<file path="config.mk">
export PLATFORM = sky130hd
export DESIGN_NAME = sym_vn_rank_addr_lut_flat
export DESIGN_NICKNAME = d
export VERILOG_FILES = /design/src/rtl/sym_vn_rank_addr_lut_if.sv /design/src/rtl/sym_vn_rank_addr_lut.sv /design/src/flat_wrapper.sv
export SDC_FILE = /design/constraint.sdc
export NUM_CORES = 1
export LEC_CHECK = 0
export BUFFER_PORTS_ARGS = -buffer_cell sky130_fd_sc_hd__buf_4
export CAP_MARGIN = 40
export CORE_MARGIN = 5
export CORE_UTILIZATION = 60
export DETAILED_ROUTE_END_ITERATION = 8
export GPL_TIMING_DRIVEN = 1
export HOLD_SLACK_MARGIN = 0.02
export PLACE_DENSITY = 0.76
export SLEW_MARGIN = 10
export SYNTH_ARGS = -nofsm -noshare
export SYNTH_HDL_FRONTEND = slang
export SYNTH_SLANG_ARGS = --single-unit
</file>
<file path="constraint.sdc">
create_clock -name read_clk -period 2.63 [get_ports read_clk]
set_clock_uncertainty 0.1 [all_clocks]
set_input_delay 0.263 -clock read_clk [delete_from_list [all_inputs] [get_ports read_clk]]
set_output_delay 0.263 -clock read_clk [all_outputs]
set_load 0.005 [all_outputs]
</file>
<file path="src/rtl/sym_vn_rank_addr_lut_if.sv">
// ---------------------------------------------------------------------------
// SymVnRankAddrLutIf
// Bundles the four read ports, the shared read frame select, the LUT results
// and the page write port of the symmetric VN IB-LUT into one interface.
//
// Port summary (widths from the parameters below):
//   y0_in_A..D, y1_in_A..D  QUAN_SIZE      incoming message pairs, one per read port
//   read_addr_offset        OW             frame select for reads, shared by all ports
//   t_c_A..D                QUAN_SIZE      LUT result per read port
//   transpose_en_outA..D    1              sign of y0 delayed to line up with t_c
//   read_addr_offset_out    OW             read frame select delayed to line up with t_c
//   lut_in_bank0/1          LUT_PORT_SIZE  write data for bank 0 / bank 1
//   page_write_addr         PW             page being written
//   write_addr_offset       OW             frame being written
//   we                      1              write enable
//
// The master modport is the decoder side that drives messages and LUT
// contents; the slave modport is the LUT read path itself.
// ---------------------------------------------------------------------------
interface sym_vn_rank_addr_lut_if #(
   parameter int QUAN_SIZE       = 3,
   parameter int LUT_PORT_SIZE   = 3,
   parameter int ENTRY_ADDR      = 5,
   parameter int MULTI_FRAME_NUM = 2
);
   localparam int OW = $clog2(MULTI_FRAME_NUM);
   localparam int PW = ENTRY_ADDR - OW;

   logic [QUAN_SIZE-1:0]     y0_in_A, y0_in_B, y0_in_C, y0_in_D;
   logic [QUAN_SIZE-1:0]     y1_in_A, y1_in_B, y1_in_C, y1_in_D;
   logic [OW-1:0]            read_addr_offset;
   logic [QUAN_SIZE-1:0]     t_c_A, t_c_B, t_c_C, t_c_D;
   logic                     transpose_en_outA, transpose_en_outB;
   logic                     transpose_en_outC, transpose_en_outD;
   logic [OW-1:0]            read_addr_offset_out;
   logic [LUT_PORT_SIZE-1:0] lut_in_bank0, lut_in_bank1;
   logic [PW-1:0]            page_write_addr;
   logic [OW-1:0]            write_addr_offset;
   logic                     we;

   modport master (
      output y0_in_A, y0_in_B, y0_in_C, y0_in_D,
      output y1_in_A, y1_in_B, y1_in_C, y1_in_D,
      output read_addr_offset,
      output lut_in_bank0, lut_in_bank1, page_write_addr, write_addr_offset, we,
      input  t_c_A, t_c_B, t_c_C, t_c_D,
      input  transpose_en_outA, transpose_en_outB, transpose_en_outC, transpose_en_outD,
      input  read_addr_offset_out
   );

   modport slave (
      input  y0_in_A, y0_in_B, y0_in_C, y0_in_D,
      input  y1_in_A, y1_in_B, y1_in_C, y1_in_D,
      input  read_addr_offset,
      input  lut_in_bank0, lut_in_bank1, page_write_addr, write_addr_offset, we,
      output t_c_A, t_c_B, t_c_C, t_c_D,
      output transpose_en_outA, transpose_en_outB, transpose_en_outC, transpose_en_outD,
      output read_addr_offset_out
   );
endinterface

</file>
<file path="src/rtl/sym_vn_rank_addr_lut.sv">
// ---------------------------------------------------------------------------
// sym_vn_rank_addr_lut
// Four-port symmetric 2-input VN IB-LUT read path for the layered decoder's
// VNU. Each message pair (y0,y1) is folded by the sign of y0, mapped onto a
// bank/page address, and looked up in a two-bank, multi-frame LUT RAM. The
// result t_c and a transpose flag (the sign of y0) come out two cycles after
// the inputs are presented. The RAM is filled page-by-page, both banks at
// once, through a single write port on the same clock.
//
// Ports:
//   read_clk  single clock for reads and writes
//   rstn      synchronous active-low reset (pipeline only; RAM is retained)
//   bus       sym_vn_rank_addr_lut_if.slave -- read ports A..D, shared read
//             frame select, LUT results, and the page write port
//
// Build option:
//   SYM_VN_Y0_FOLD_EN  when defined, the low bits of y0 are also inverted by
//                      the sign, giving full symmetric folding of both
//                      messages. Default build folds only y1.
// ---------------------------------------------------------------------------
module sym_vn_rank_addr_lut #(
   parameter int QUAN_SIZE       = 3,
   parameter int LUT_PORT_SIZE   = 3,
   parameter int ENTRY_ADDR      = 5,
   parameter int MULTI_FRAME_NUM = 2
) (
   input logic                   read_clk,
   input logic                   rstn,
   sym_vn_rank_addr_lut_if.slave bus
);

   localparam int OW    = $clog2(MULTI_FRAME_NUM);
   localparam int PW    = ENTRY_ADDR - OW;
   localparam int DEPTH = MULTI_FRAME_NUM * (2 ** PW);
   localparam int NPORT = 4;

   logic [QUAN_SIZE-1:0]     y0_in   [NPORT];
   logic [QUAN_SIZE-1:0]     y1_in   [NPORT];

   logic [LUT_PORT_SIZE-2:0] y0f_d   [NPORT];
   logic [QUAN_SIZE-1:0]     y1f_d   [NPORT];
   logic                     s_d     [NPORT];

   logic [LUT_PORT_SIZE-2:0] y0f_p0  [NPORT];
   logic [QUAN_SIZE-1:0]     y1f_p0  [NPORT];
   logic                     s_p0    [NPORT];
   logic [OW-1:0]            offset_p0;

   logic [ENTRY_ADDR-1:0]    entry_a [NPORT];
   logic [OW+PW-1:0]         rd_idx  [NPORT];
   logic [LUT_PORT_SIZE-1:0] rd_data [NPORT];

   logic [LUT_PORT_SIZE-1:0] data_p1 [NPORT];
   logic                     s_p1    [NPORT];
   logic [OW-1:0]            offset_p1;

   logic [LUT_PORT_SIZE-1:0] bank0   [DEPTH];
   logic [LUT_PORT_SIZE-1:0] bank1   [DEPTH];

   assign y0_in[0] = bus.y0_in_A;
   assign y0_in[1] = bus.y0_in_B;
   assign y0_in[2] = bus.y0_in_C;
   assign y0_in[3] = bus.y0_in_D;
   assign y1_in[0] = bus.y1_in_A;
   assign y1_in[1] = bus.y1_in_B;
   assign y1_in[2] = bus.y1_in_C;
   assign y1_in[3] = bus.y1_in_D;

   // Sign folding: a negative y0 mirrors the pair into the stored half of
   // the symmetric table, so only half the entries need to live in RAM.
   always_comb begin
      for (int p = 0; p < NPORT; p++) begin
         s_d[p]   = y0_in[p][QUAN_SIZE-1];
         y1f_d[p] = s_d[p] ? ~y1_in[p] : y1_in[p];
`ifdef SYM_VN_Y0_FOLD_EN
         y0f_d[p] = s_d[p] ? ~y0_in[p][LUT_PORT_SIZE-2:0] : y0_in[p][LUT_PORT_SIZE-2:0];
`else
         y0f_d[p] = y0_in[p][LUT_PORT_SIZE-2:0];
`endif
      end
   end

   // Stage 0: register the folded messages, sign and frame select.
   always_ff @(posedge read_clk) begin
      if (!rstn) begin
         for (int p = 0; p < NPORT; p++) begin
            y0f_p0[p] <= '0;
            y1f_p0[p] <= '0;
            s_p0[p]   <= 1'b0;
         end
         offset_p0 <= '0;
      end else begin
         for (int p = 0; p < NPORT; p++) begin
            y0f_p0[p] <= y0f_d[p];
            y1f_p0[p] <= y1f_d[p];
            s_p0[p]   <= s_d[p];
         end
         offset_p0 <= bus.read_addr_offset;
      end
   end

   // Entry address LSB picks the bank; the remaining bits are the page
   // within the selected frame. Each port muxes its own bank output, so the
   // four ports never compete for a read.
   always_comb begin
      for (int p = 0; p < NPORT; p++) begin
         entry_a[p] = {y0f_p0[p], y1f_p0[p]};
         rd_idx[p]  = {offset_p0, entry_a[p][ENTRY_ADDR-1:1]};
         rd_data[p] = entry_a[p][0] ? bank1[rd_idx[p]] : bank0[rd_idx[p]];
      end
   end

   // Stage 1: capture the looked-up word. A write to the same word on the
   // same edge lands after this read, so the old contents are captured.
   always_ff @(posedge read_clk) begin
      if (!rstn) begin
         for (int p = 0; p < NPORT; p++) begin
            data_p1[p] <= '0;
            s_p1[p]    <= 1'b0;
         end
         offset_p1 <= '0;
      end else begin
         for (int p = 0; p < NPORT; p++) begin
            data_p1[p] <= rd_data[p];
            s_p1[p]    <= s_p0[p];
         end
         offset_p1 <= offset_p0;
      end
   end

   // Page write: both banks share one address. The RAM has no reset so its
   // contents survive a pipeline flush; writes are only blocked during reset.
   always_ff @(posedge read_clk) begin
      if (rstn && bus.we) begin
         bank0[{bus.write_addr_offset, bus.page_write_addr}] <= bus.lut_in_bank0;
         bank1[{bus.write_addr_offset, bus.page_write_addr}] <= bus.lut_in_bank1;
      end
   end

   assign bus.t_c_A = data_p1[0][QUAN_SIZE-1:0];
   assign bus.t_c_B = data_p1[1][QUAN_SIZE-1:0];
   assign bus.t_c_C = data_p1[2][QUAN_SIZE-1:0];
   assign bus.t_c_D = data_p1[3][QUAN_SIZE-1:0];

   assign bus.transpose_en_outA = s_p1[0];
   assign bus.transpose_en_outB = s_p1[1];
   assign bus.transpose_en_outC = s_p1[2];
   assign bus.transpose_en_outD = s_p1[3];

   assign bus.read_addr_offset_out = offset_p1;

endmodule

</file>
<file path="src/flat_wrapper.sv">
// flat-port wrapper written by rule: the top's interface ports become plain ports
module sym_vn_rank_addr_lut_flat 
#(
   parameter int QUAN_SIZE       = 3,
   parameter int LUT_PORT_SIZE   = 3,
   parameter int ENTRY_ADDR      = 5,
   parameter int MULTI_FRAME_NUM = 2
)
  (read_clk, rstn, bus_y0_in_A, bus_y0_in_B, bus_y0_in_C, bus_y0_in_D, bus_y1_in_A, bus_y1_in_B, bus_y1_in_C, bus_y1_in_D, bus_read_addr_offset, bus_lut_in_bank0, bus_lut_in_bank1, bus_page_write_addr, bus_write_addr_offset, bus_we, bus_t_c_A, bus_t_c_B, bus_t_c_C, bus_t_c_D, bus_transpose_en_outA, bus_transpose_en_outB, bus_transpose_en_outC, bus_transpose_en_outD, bus_read_addr_offset_out);
  sym_vn_rank_addr_lut_if #(.QUAN_SIZE(QUAN_SIZE), .LUT_PORT_SIZE(LUT_PORT_SIZE), .ENTRY_ADDR(ENTRY_ADDR), .MULTI_FRAME_NUM(MULTI_FRAME_NUM)) bus_i ();
  input logic read_clk;
  input logic rstn;
  input wire logic [$bits(bus_i.y0_in_A)-1:0] bus_y0_in_A;
  input wire logic [$bits(bus_i.y0_in_B)-1:0] bus_y0_in_B;
  input wire logic [$bits(bus_i.y0_in_C)-1:0] bus_y0_in_C;
  input wire logic [$bits(bus_i.y0_in_D)-1:0] bus_y0_in_D;
  input wire logic [$bits(bus_i.y1_in_A)-1:0] bus_y1_in_A;
  input wire logic [$bits(bus_i.y1_in_B)-1:0] bus_y1_in_B;
  input wire logic [$bits(bus_i.y1_in_C)-1:0] bus_y1_in_C;
  input wire logic [$bits(bus_i.y1_in_D)-1:0] bus_y1_in_D;
  input wire logic [$bits(bus_i.read_addr_offset)-1:0] bus_read_addr_offset;
  input wire logic [$bits(bus_i.lut_in_bank0)-1:0] bus_lut_in_bank0;
  input wire logic [$bits(bus_i.lut_in_bank1)-1:0] bus_lut_in_bank1;
  input wire logic [$bits(bus_i.page_write_addr)-1:0] bus_page_write_addr;
  input wire logic [$bits(bus_i.write_addr_offset)-1:0] bus_write_addr_offset;
  input wire logic [$bits(bus_i.we)-1:0] bus_we;
  output wire logic [$bits(bus_i.t_c_A)-1:0] bus_t_c_A;
  output wire logic [$bits(bus_i.t_c_B)-1:0] bus_t_c_B;
  output wire logic [$bits(bus_i.t_c_C)-1:0] bus_t_c_C;
  output wire logic [$bits(bus_i.t_c_D)-1:0] bus_t_c_D;
  output wire logic [$bits(bus_i.transpose_en_outA)-1:0] bus_transpose_en_outA;
  output wire logic [$bits(bus_i.transpose_en_outB)-1:0] bus_transpose_en_outB;
  output wire logic [$bits(bus_i.transpose_en_outC)-1:0] bus_transpose_en_outC;
  output wire logic [$bits(bus_i.transpose_en_outD)-1:0] bus_transpose_en_outD;
  output wire logic [$bits(bus_i.read_addr_offset_out)-1:0] bus_read_addr_offset_out;
  assign bus_i.y0_in_A = bus_y0_in_A;
  assign bus_i.y0_in_B = bus_y0_in_B;
  assign bus_i.y0_in_C = bus_y0_in_C;
  assign bus_i.y0_in_D = bus_y0_in_D;
  assign bus_i.y1_in_A = bus_y1_in_A;
  assign bus_i.y1_in_B = bus_y1_in_B;
  assign bus_i.y1_in_C = bus_y1_in_C;
  assign bus_i.y1_in_D = bus_y1_in_D;
  assign bus_i.read_addr_offset = bus_read_addr_offset;
  assign bus_i.lut_in_bank0 = bus_lut_in_bank0;
  assign bus_i.lut_in_bank1 = bus_lut_in_bank1;
  assign bus_i.page_write_addr = bus_page_write_addr;
  assign bus_i.write_addr_offset = bus_write_addr_offset;
  assign bus_i.we = bus_we;
  assign bus_t_c_A = bus_i.t_c_A;
  assign bus_t_c_B = bus_i.t_c_B;
  assign bus_t_c_C = bus_i.t_c_C;
  assign bus_t_c_D = bus_i.t_c_D;
  assign bus_transpose_en_outA = bus_i.transpose_en_outA;
  assign bus_transpose_en_outB = bus_i.transpose_en_outB;
  assign bus_transpose_en_outC = bus_i.transpose_en_outC;
  assign bus_transpose_en_outD = bus_i.transpose_en_outD;
  assign bus_read_addr_offset_out = bus_i.read_addr_offset_out;
  sym_vn_rank_addr_lut #(.QUAN_SIZE(QUAN_SIZE), .LUT_PORT_SIZE(LUT_PORT_SIZE), .ENTRY_ADDR(ENTRY_ADDR), .MULTI_FRAME_NUM(MULTI_FRAME_NUM)) u_core (.read_clk(read_clk), .rstn(rstn), .bus(bus_i));
endmodule
</file>
* Yosys cells after proc, flatten, opt, wreduce, memory -nomap -nowiden
Memories as Yosys holds them, arrays and structs flattened.
Cells that the tools add are included.
Widths: inputs -> output; s select.
** Word-level totals
- Flip-flop bits (word level) :: 2
- RAM bits :: 232
- Memories :: 7
** Cells by class
- Bitwise gates (word level) :: 24
- Mux-type cells :: 32
- Reduce and logical (&&, ||, !) cells :: 1
** Memories
- u_core.bank0 :: depth 32, bits a word 3, read ports 4, clocked after memory_dff 0, write ports 1, RTL line sym_vn_rank_addr_lut.sv:57 : logic [LUT_PORT_SIZE-1:0] bank0 [DEPTH];
- u_core.bank1 :: depth 32, bits a word 3, read ports 4, clocked after memory_dff 0, write ports 1, RTL line sym_vn_rank_addr_lut.sv:58 : logic [LUT_PORT_SIZE-1:0] bank1 [DEPTH];
- u_core.data_p1 :: depth 4, bits a word 3, read ports 4, clocked after memory_dff 0, write ports 4, RTL line sym_vn_rank_addr_lut.sv:53 : logic [LUT_PORT_SIZE-1:0] data_p1 [NPORT];
- u_core.y1f_p0 :: depth 4, bits a word 3, read ports 4, clocked after memory_dff 0, write ports 4, RTL line sym_vn_rank_addr_lut.sv:45 : logic [QUAN_SIZE-1:0] y1f_p0 [NPORT];
- u_core.y0f_p0 :: depth 4, bits a word 2, read ports 4, clocked after memory_dff 0, write ports 4, RTL line sym_vn_rank_addr_lut.sv:44 : logic [LUT_PORT_SIZE-2:0] y0f_p0 [NPORT];
- u_core.s_p0 :: depth 4, bits a word 1, read ports 4, clocked after memory_dff 0, write ports 4, RTL line sym_vn_rank_addr_lut.sv:46 : logic s_p0 [NPORT];
- +1 memories
** Operators with widths (count)
- $mux 3 :: 16
- $or 1x1->1 :: 20
- $mux 1 :: 12
- $not 3->3 :: 4
- $mux 2 :: 4
- $logic_and 1x1->1 :: 1

* Longest topological paths before layout
Gate-level depths: netlist of the first run.
- Depth in word-level cells :: 3
- Gate-level depth with buffers :: 8
- Mapped depth without buffers :: 5

* Worst setup path before layout of the first run
Ideal clock, no wire load.
- Path kind :: reg2reg
- Start point :: memory u_core.y1f_p0[2][2]
- End point :: memory u_core.data_p1[2][1]
- Path buffers :: 2
- Arrival time :: 1.898 ns
- Slack :: 0.505 ns
- Cell stages (with the launch flop) :: 7
- Setup time :: 0.127 ns
- Cells stage by stage :: dfxtp_1 buf_2 buf_2 mux4_2 mux4_2 o221ai_1 o41ai_1
** RTL lines (RTL line)
- from (decl) :: sym_vn_rank_addr_lut.sv:45
- to (decl) :: sym_vn_rank_addr_lut.sv:53

==> impl_metrics.ini, run 1 <==
[global_route]
antenna_found_initial = 0
grt_max_degree = 49
grt_usage_pct = 32.64
grt-ovfl-total = 0
grt_pass1_wl_microns = 61620
grt_pass1_vias = 9222

[placement]
placed_cell_area_sq_um = 14540
gp_congestion = 1.006
hpwl_microns = 28380
port_buffers = 55
pre_cts_ws_ns = 0.3059

[routing]
detail-route-antenna-nets = 0
dr.pass1.iters = 6
drc = 0
routedWlPerCell_microns = 34.92
num_vias = 9156
dr.first_iter.drc_count = 1357
via_per_inst = 7.727
postRouteWirelength_microns = 41390

[power_and_ir_drop]
power.density_nw_per_um2 = 612.3
power.leakage_nw = 5.099
ir_drop_mv = 0.6374

[flow_run]
drv_cap = 0

[synthesis]
synth-main-ff-cell = edfxtp_1
synth_compound_area_share_pct = 3.199
ys_ff_latch = 234
async_reset_ff_share_pct = 0
synthXorXnorAreaFrac_pct = 0.7834
yosysSeqAreaShare_pct = 49.24
yosys_warnings = 0
syn-instance-count = 774
synth_top_family_by_area = multiplexers
synth.distinct_cells = 42
synth-simple-area-share_pct = 5.671
synth_mux_area_share_pct = 38.21
synth_fa_ha_area_share_pct = 0
postSynthNetCount = 813
synth_area_leader_cell = edfxtp_1
syn_area_sq_um = 13420
synth_top_area_share_pct = 42.98
synthTopCellsByArea = edfxtp_1, mux4_2, dfxtp_1
syn_avg_cell_area_sq_um = 17.33
synth_edf_count = 192

[sta]
rsz0062_at_grt = false
slew_violations = 0
worst_slew_pin_slew_ns = 0.8074
post-route-period-util_pct = 92.03
tns_ns = 0
timing.hold.ws_ns = 0.05697
finalWorstSetupSlack_ns = 0.2095
finalHoldViolCount = 0
fmax_mhz = 413.1
slew_headroom_pct = 45.98
fin_crit_ns = 2.421
setup_viol = 0

[floorplanning]
design.core.area_sq_um = 21890
die_h_microns = 159.5
rows = 54
die_w_microns = 159.5
start_util_pct = 61.28
dieArea_sq_um = 25450
ios = 56

[critical_path]
start_kind = register
end_kind = register
cp.arrival_ns = 2.74
required_ns = 2.95
worstPathMaxFanout = 19
criticalPathCategory = reg -> reg

[layout]
drive_gt1_share_pct = 43.76
nets = 926
syn_to_final_growth_pct = 17.27
num_antenna_cells = 0
layout_commonest_cell = mux4_2
final_cell_mix = mux4_2, edfxtp_1, buf_4
fin_area_sq_um = 15730

[worst_hold_path]
hold_class = in -> reg

[clocking]
clk_pin_slew_ns = 0.06
cts_tree = yes
clk_latency_ns = 0.55
cts_resized = 0
clock_sinks = 234
htreeDepth = 1
cts_buffers = 25
cts_root_buf = clkbuf_16
cts_max_path_buffers = 3

[outcome]
outcome = finished, final reports clean
## sequential cells by signal (all words and copies together), names as in the netlist
| name | cells |
|---|---|
| u_core.bank0 | 96 |
| u_core.y1f_p0 | 12 |
| u_core.data_p1 | 12 |
| u_core.bank1 | 96 |
| u_core.s_p1 | 4 |
| u_core.offset_p0 | 1 |
| u_core.s_p0 | 4 |
| u_core.y0f_p0 | 8 |
| u_core.bus.read_addr_offset_out | 1 |
## cells in the mapped netlist, types with 3 or more instances
cell	number
a221oi_1	4
o22ai_1	8
nand3b_1	6
buf_6	5
mux2i_1	34
nand2_1	31
clkbuf_1	17
nand3_1	7
dfxtp_1	42
a21oi_1	6
a211oi_1	11
o21ai_1	7
buf_1	5
o41ai_1	7
nor2b_1	14
or3b_2	3
and2_1	33
o211ai_1	3
edfxtp_1	192
a31oi_1	3
buf_2	22
mux2_2	3
nand2b_1	5
xor2_1	12
mux4_2	211
buf_4	16
nor2_1	46
## layer usage
layer	global-route usage, %	wire length [microns]
met1	45.09	14160
met3	9.785	5865
met2	48.83	18960
met5	0	0
met4	14.35	2402
## worst max-delay path, cell delays in order (launching register included)
cell and delay (ns):
dfxtp_2 0.41, buf_12 0.20, mux4_2 0.53, mux4_2 0.51, nor2b_1 0.24, a2111oi_0 0.11
a31o_1 0.20
## cell type report
type | instances | area (sq um)
timing repair buffer | 152 | 1391
inverter | 3 | 11.26
multi-input combinational | 471 | 6421
tap | 280 | 350.3
clock buffer | 25 | 625.6
sequential | 234 | 6618
fill | 1366 | 6158
clock inverter | 20 | 315.3
## power by group
| group | internal, W | switching [W] |
|---|---|---|
| registers | 0.00408 | 0.0000935 |
| logic | 0.000729 | 0.000702 |
| clock network | 0.00252 | 0.00151 |
| total | 0.00733 | 0.00230 |
## per-stage QoR
| step | power, W | utilization (%) | cells |
|---|---|---|---|
| 6_report | 0.009634 | 71.87 | 1185 |
| 3_5_place_dp | 0.005619 | 66.43 | 1115 |
| 4_1_cts | 0.009646 | 71.87 | 1185 |
| 5_1_grt | 0.009890 | 71.87 | 1185 |
| 2_1_floorplan | 0.005103 | - | 774 |
| 3_3_place_gp | 0.005600 | 66.43 | 1115 |
## cell families after synthesis
group,Yosys count
AOI/OAI and AO/OA,60
muxes,248
buffers and inverters,69
xor gates and xnor gates,12
and+or+nand+nor,151
DFF,234
## path summary, 6_finish.rpt
check	from	endpoint	slack [ns]	cells after the start
max	u_core.y1f_p0[2][1]	u_core.data_p1[2][0]	0.21	6
min	bus_y1_in_C[1]	u_core.y1f_p0[2][1]	0.06	3
max reg2reg	u_core.y1f_p0[2][1]	u_core.data_p1[2][0]	0.21	6
min reg2reg	u_core.s_p0[3]	u_core.s_p1[3]	0.34	1
## what timing repair did
item,in CTS,in global routing
setup buffers,0,0
hold buffers,25,0
endpoints found under the hold margin,23,0
(Power assumes the default switching activity.)
==> run 2, diff against run 1 <==
- CORE_UTILIZATION: 60 -> 57
- PLACE_DENSITY: 0.76 -> 0.75
- clock period: 2.63 -> 2.2 ns (I/O delays scaled with it)
==> impl_metrics.ini, run 2 (synthesized netlist as in run 1, its figures left out) <==
[outcome]
outcome = finished, violations left
violations = setup timing

[sta]
tns_ns = -0.03807
slew_headroom_pct = 50.30
timing.hold.ws_ns = 0.03501
finalWorstSetupSlack_ns = -0.02137
finalHoldViolCount = 0
worst_slew_pin_slew_ns = 0.7444
setup_viol = 2
fin_crit_ns = 2.221
slew_violations = 0
fmax_mhz = 450.2
post-route-period-util_pct = 101.0
rsz0062_at_grt = true

[critical_path]
start_kind = register
required_ns = 2.54
end_kind = register
criticalPathCategory = reg -> reg
worstPathMaxFanout = 8
cpMaxStageDelayCell = mux4_2
cp.arrival_ns = 2.56
cp_cell_sequence = buf_12 > mux4_2 > mux4_2 > nor2b_2 > a2111oi_2 > a31o_1
path_common_cell = mux4_2
slowest_delay_ns = 0.54

[layout]
fillers = 1498
top_regs = u_core.bank0 (96), u_core.bank1 (96)
layout_commonest_cell = mux4_2
nets = 977
syn_to_final_growth_pct = 21.62
num_antenna_cells = 0
drive_gt1_share_pct = 47.18
final_cell_mix = mux4_2, edfxtp_1, buf_4

[placement]
gp_congestion = 1.039
port_buffers = 55
hpwl_microns = 30420

[routing]
postRouteWirelength_microns = 43180
dr.first_iter.drc_count = 1294
via_per_inst = 7.410
detail-route-antenna-nets = 0
num_vias = 9463
routedWlPerCell_microns = 33.82
dr.pass1.iters = 8
drc = 0

[floorplanning]
die_w_microns = 163.4
dieArea_sq_um = 26700
start_util_pct = 57.50
design.core.area_sq_um = 23330
ios = 56
die_h_microns = 163.4
rows = 56

[global_route]
grt_pass1_vias = 9399
grt_usage_pct = 32.49
antenna_found_initial = 3
grt_max_degree = 34
grt_pass1_wl_microns = 62420
grt-ovfl-total = 0

[power_and_ir_drop]
power.leakage_nw = 5.382
power.density_nw_per_um2 = 701.3
ir_drop_mv = 0.6174

[clocking]
cts_tree = yes
cts_root_buf = clkbuf_16
cts_max_path_buffers = 3
cts_buffers = 26
clk_latency_ns = 0.54
clock_sinks = 234
htreeDepth = 1
clk_pin_slew_ns = 0.07

[flow_run]
drv_cap = 0

[worst_hold_path]
hold_class = in -> reg
[run 2: cell types whose count changed in the layout (fill, tap and decap cells not counted), sizes merged]
cell         delta
bufinv          -4
clkinv          +1
buf            +44
dlygate4sd3     +3
clkbuf          +8
inv             +1
[run 2: worst max-delay path: cells and delay by family, from the launching register on]
family | cells | cell delay (ns)
AO/OA/AOI/OAI | 2 | 0.26
AND/OR/NAND/NOR | 1 | 0.15
buffers and inverters | 1 | 0.14
flip-flops | 1 | 0.41
multiplexers | 2 | 1.04
[run 2: layer usage]
metal / vias up / track usage [%] / share of wire, %
met3: 155 / 9.109 / 15
met1: 4743 / 44.07 / 34
li1: 3642 / - / -
met4: 6 / 12.35 / 5.1
met5: - / 0 / 0.072
met2: 917 / 50.96 / 47
[run 2: final timing paths]
| path | end | slack (ns) | startpoint | depth (start not counted) |
|---|---|---|---|---|
| worst min-delay path | u_core.bank1[17][0] | 0.04 | bus_lut_in_bank1[0] | 1 |
| worst min register to register | u_core.s_p1[2] | 0.34 | u_core.s_p0[2] | 1 |
| worst max register to register | u_core.data_p1[2][0] | -0.02 | u_core.y1f_p0[2][1] | 6 |
| worst max-delay path | u_core.data_p1[2][0] | -0.02 | u_core.y1f_p0[2][1] | 6 |
[run 2: repair_timing]
item,CTS,global route
hold buffers,28,0
cloned,0,3
pin swaps,0,1
hold endpoints to repair,88,0
endpoints found under the setup margin,3,11
buffers inserted,0,9
resized for setup,3,15
[run 2: through the flow]
step,cells,cell area (sq um),utilization (%),setup WS (ns),power [W]
2_1_floorplan,774,13420,-,0.07484,0.006100
3_3_place_gp,1189,14890,63.82,-0.001522,0.006790
3_5_place_dp,1189,14890,63.82,-0.01573,0.006822
4_1_cts,1265,16070,68.89,-0.006135,0.01136
5_1_grt,1277,16320,69.93,-0.06153,0.01177
6_report,1277,16320,69.93,-0.02137,0.01144
[run 2: final cells by class]
class | instances | area, sq um | share of cell area, %
Sequential cell | 234 | 6625 | 40.61
Multi-Input combinational cell | 471 | 6467 | 39.64
Timing Repair Buffer | 202 | 1918 | 11.76
Clock buffer | 30 | 686.9 | 4.210
Tap cell | 319 | 399.1 | 2.446
Clock inverter | 18 | 207.7 | 1.273
Inverter | 3 | 11.26 | 0.06902
[run 2: power by group]
part | total, W | leakage [nW] | internal (W) | switching, W
Combinational | 0.00190 | 2.87 | 0.000999 | 0.000904
Sequential | 0.00500 | 2.08 | 0.00488 | 0.000124
Clock | 0.00454 | 0.427 | 0.00272 | 0.00182
==> run 3, diff against run 2 <==
- REMOVE_ABC_BUFFERS: default -> 1
==> impl_metrics.ini, run 3 (synthesized netlist as in run 1, its figures left out) <==
[routing]
routedWlPerCell_microns = 33.17
detail-route-antenna-nets = 0
dr.pass1.iters = 6
via_per_inst = 7.346
num_vias = 9307
postRouteWirelength_microns = 42030
drc = 0
dr.first_iter.drc_count = 1425

[clocking]
cts_root_buf = clkbuf_16
cts_buffers = 26
cts_max_path_buffers = 3
clk_latency_ns = 0.54
cts_tree = yes
htreeDepth = 1
clock_sinks = 234
clk_pin_slew_ns = 0.06

[layout]
final_cell_mix = mux4_2, edfxtp_1, buf_4
layout_commonest_cell = mux4_2
fin_area_sq_um = 16070
top_regs = u_core.bank0 (96), u_core.bank1 (96)
syn_to_final_growth_pct = 19.78
nets = 966
drive_gt1_share_pct = 45.62
fillers = 1497

[sta]
fin_crit_ns = 2.227
worst_slew_pin_slew_ns = 0.7499
slew_violations = 0
setup_viol = 3
fmax_mhz = 449.0
finalWorstSetupSlack_ns = -0.02735
rsz0062_at_grt = true
slew_headroom_pct = 49.94
timing.hold.ws_ns = 0.02433
finalHoldViolCount = 0
post-route-period-util_pct = 101.2

[power_and_ir_drop]
power_w = 0.01088
power.share.sequential_pct = 45.9
combPwrFrac_pct = 17.1
switching_power_w = 0.002755
clockPowerShare_pct = 37.0
power.leakage_nw = 5.261
intPower_w = 0.008125
switching_share_pct = 25.32
ir_drop_mv = 0.6921
power.density_nw_per_um2 = 677.0

[floorplanning]
die_h_microns = 163.4
start_util_pct = 57.50
rows = 56
design.core.area_sq_um = 23330
ios = 56
dieArea_sq_um = 26700
die_w_microns = 163.4

[global_route]
antenna_found_initial = 1
grt_pass1_vias = 9140
grt_usage_pct = 32.31
grt_max_degree = 33
grt_pass1_wl_microns = 62060
grt-ovfl-total = 0

[critical_path]
worstPathMaxFanout = 12
start_kind = register
end_kind = register
criticalPathCategory = reg -> reg
required_ns = 2.50
cp.arrival_ns = 2.53

[placement]
placed_cell_area_sq_um = 14870
pre_cts_ws_ns = -0.1953
gp_congestion = 1.044
hpwl_microns = 29760
port_buffers = 55

[flow_run]
drv_cap = 0

[outcome]
violations = setup timing
outcome = finished, violations left

[worst_hold_path]
hold_class = in -> reg
==> run 3: cell count changes in the layout (fill, tap and decap cells not counted), sizes merged <==
cell and delta:
bufinv -4, diode +1, clkinvlp -4, buf -7, dlygate4sd3 -1, clkbuf +5
clkinv +1, inv -1
==> run 3: cell type report <==
type                            instances  area (sq um)  area share [%]
Antenna cell                            1         2.502         0.01557
Clock buffer                           38         716.9           4.462
Clock inverter                         10         62.56          0.3893
Inverter                                3         11.26         0.07008
Multi-Input combinational cell        471          6460           40.20
Sequential cell                       234          6625           41.23
Tap cell                              319         399.1           2.484
Timing Repair Buffer                  191          1792           11.15
==> run 3: critical path, cell delays in order, from the launching register on <==
cell and delay, ns:
dfxtp_4 0.42, buf_12 0.18, mux4_2 0.58, mux4_2 0.53
o211ai_1 0.17, o41ai_1 0.10
==> run 3: repair_timing <==
item	in CTS	in global routing
resized for setup	6	9
endpoints found under the setup margin	6	9
buffers inserted	0	5
hold buffers	27	0
cloned	1	0
endpoints found under the hold margin	28	0
==> run 3: power by group through the flow <==
stage	Combinational, W	Sequential (W)	Clock (W)
after global placement	0.00172	0.00507	0
final	0.00186	0.00499	0.00403
after floorplan	0.000821	0.00523	0
after CTS	0.00182	0.00498	0.00405
after detailed placement	0.00175	0.00507	0
after global routing	0.00195	0.00499	0.00424
==> run 3: final timing paths <==
path | start | to | slack (ns) | cells past startpoint
worst min-delay path | bus_lut_in_bank0[0] | u_core.bank0[27][0] | 0.02 | 1
worst max-delay path | u_core.y1f_p0[3][1] | u_core.data_p1[3][2] | -0.03 | 5
worst max register to register | u_core.y1f_p0[3][1] | u_core.data_p1[3][2] | -0.03 | 5
worst min register to register | u_core.s_p0[1] | u_core.s_p1[1] | 0.33 | 1
==> run 3: routing by layer <==
metal  vias up  track usage, %  share of wire [%]
met5         -               0                  0
met4         0           11.86                4.4
met3       113           7.393                 13
met2       820           49.87                 47
met1      4762           45.94                 36
li1       3612               -                  -
==> run 3: metrics by stage <==
stage                     cells  util [%]  TNS [ns]
final                      1267     68.87  -0.05374
after global routing       1266     68.86   -0.1207
after CTS                  1261     68.45  -0.03712
after detailed placement   1185     63.74   -0.3877
after global placement     1185     63.74   -0.3061
after floorplan             708         -    -12.17
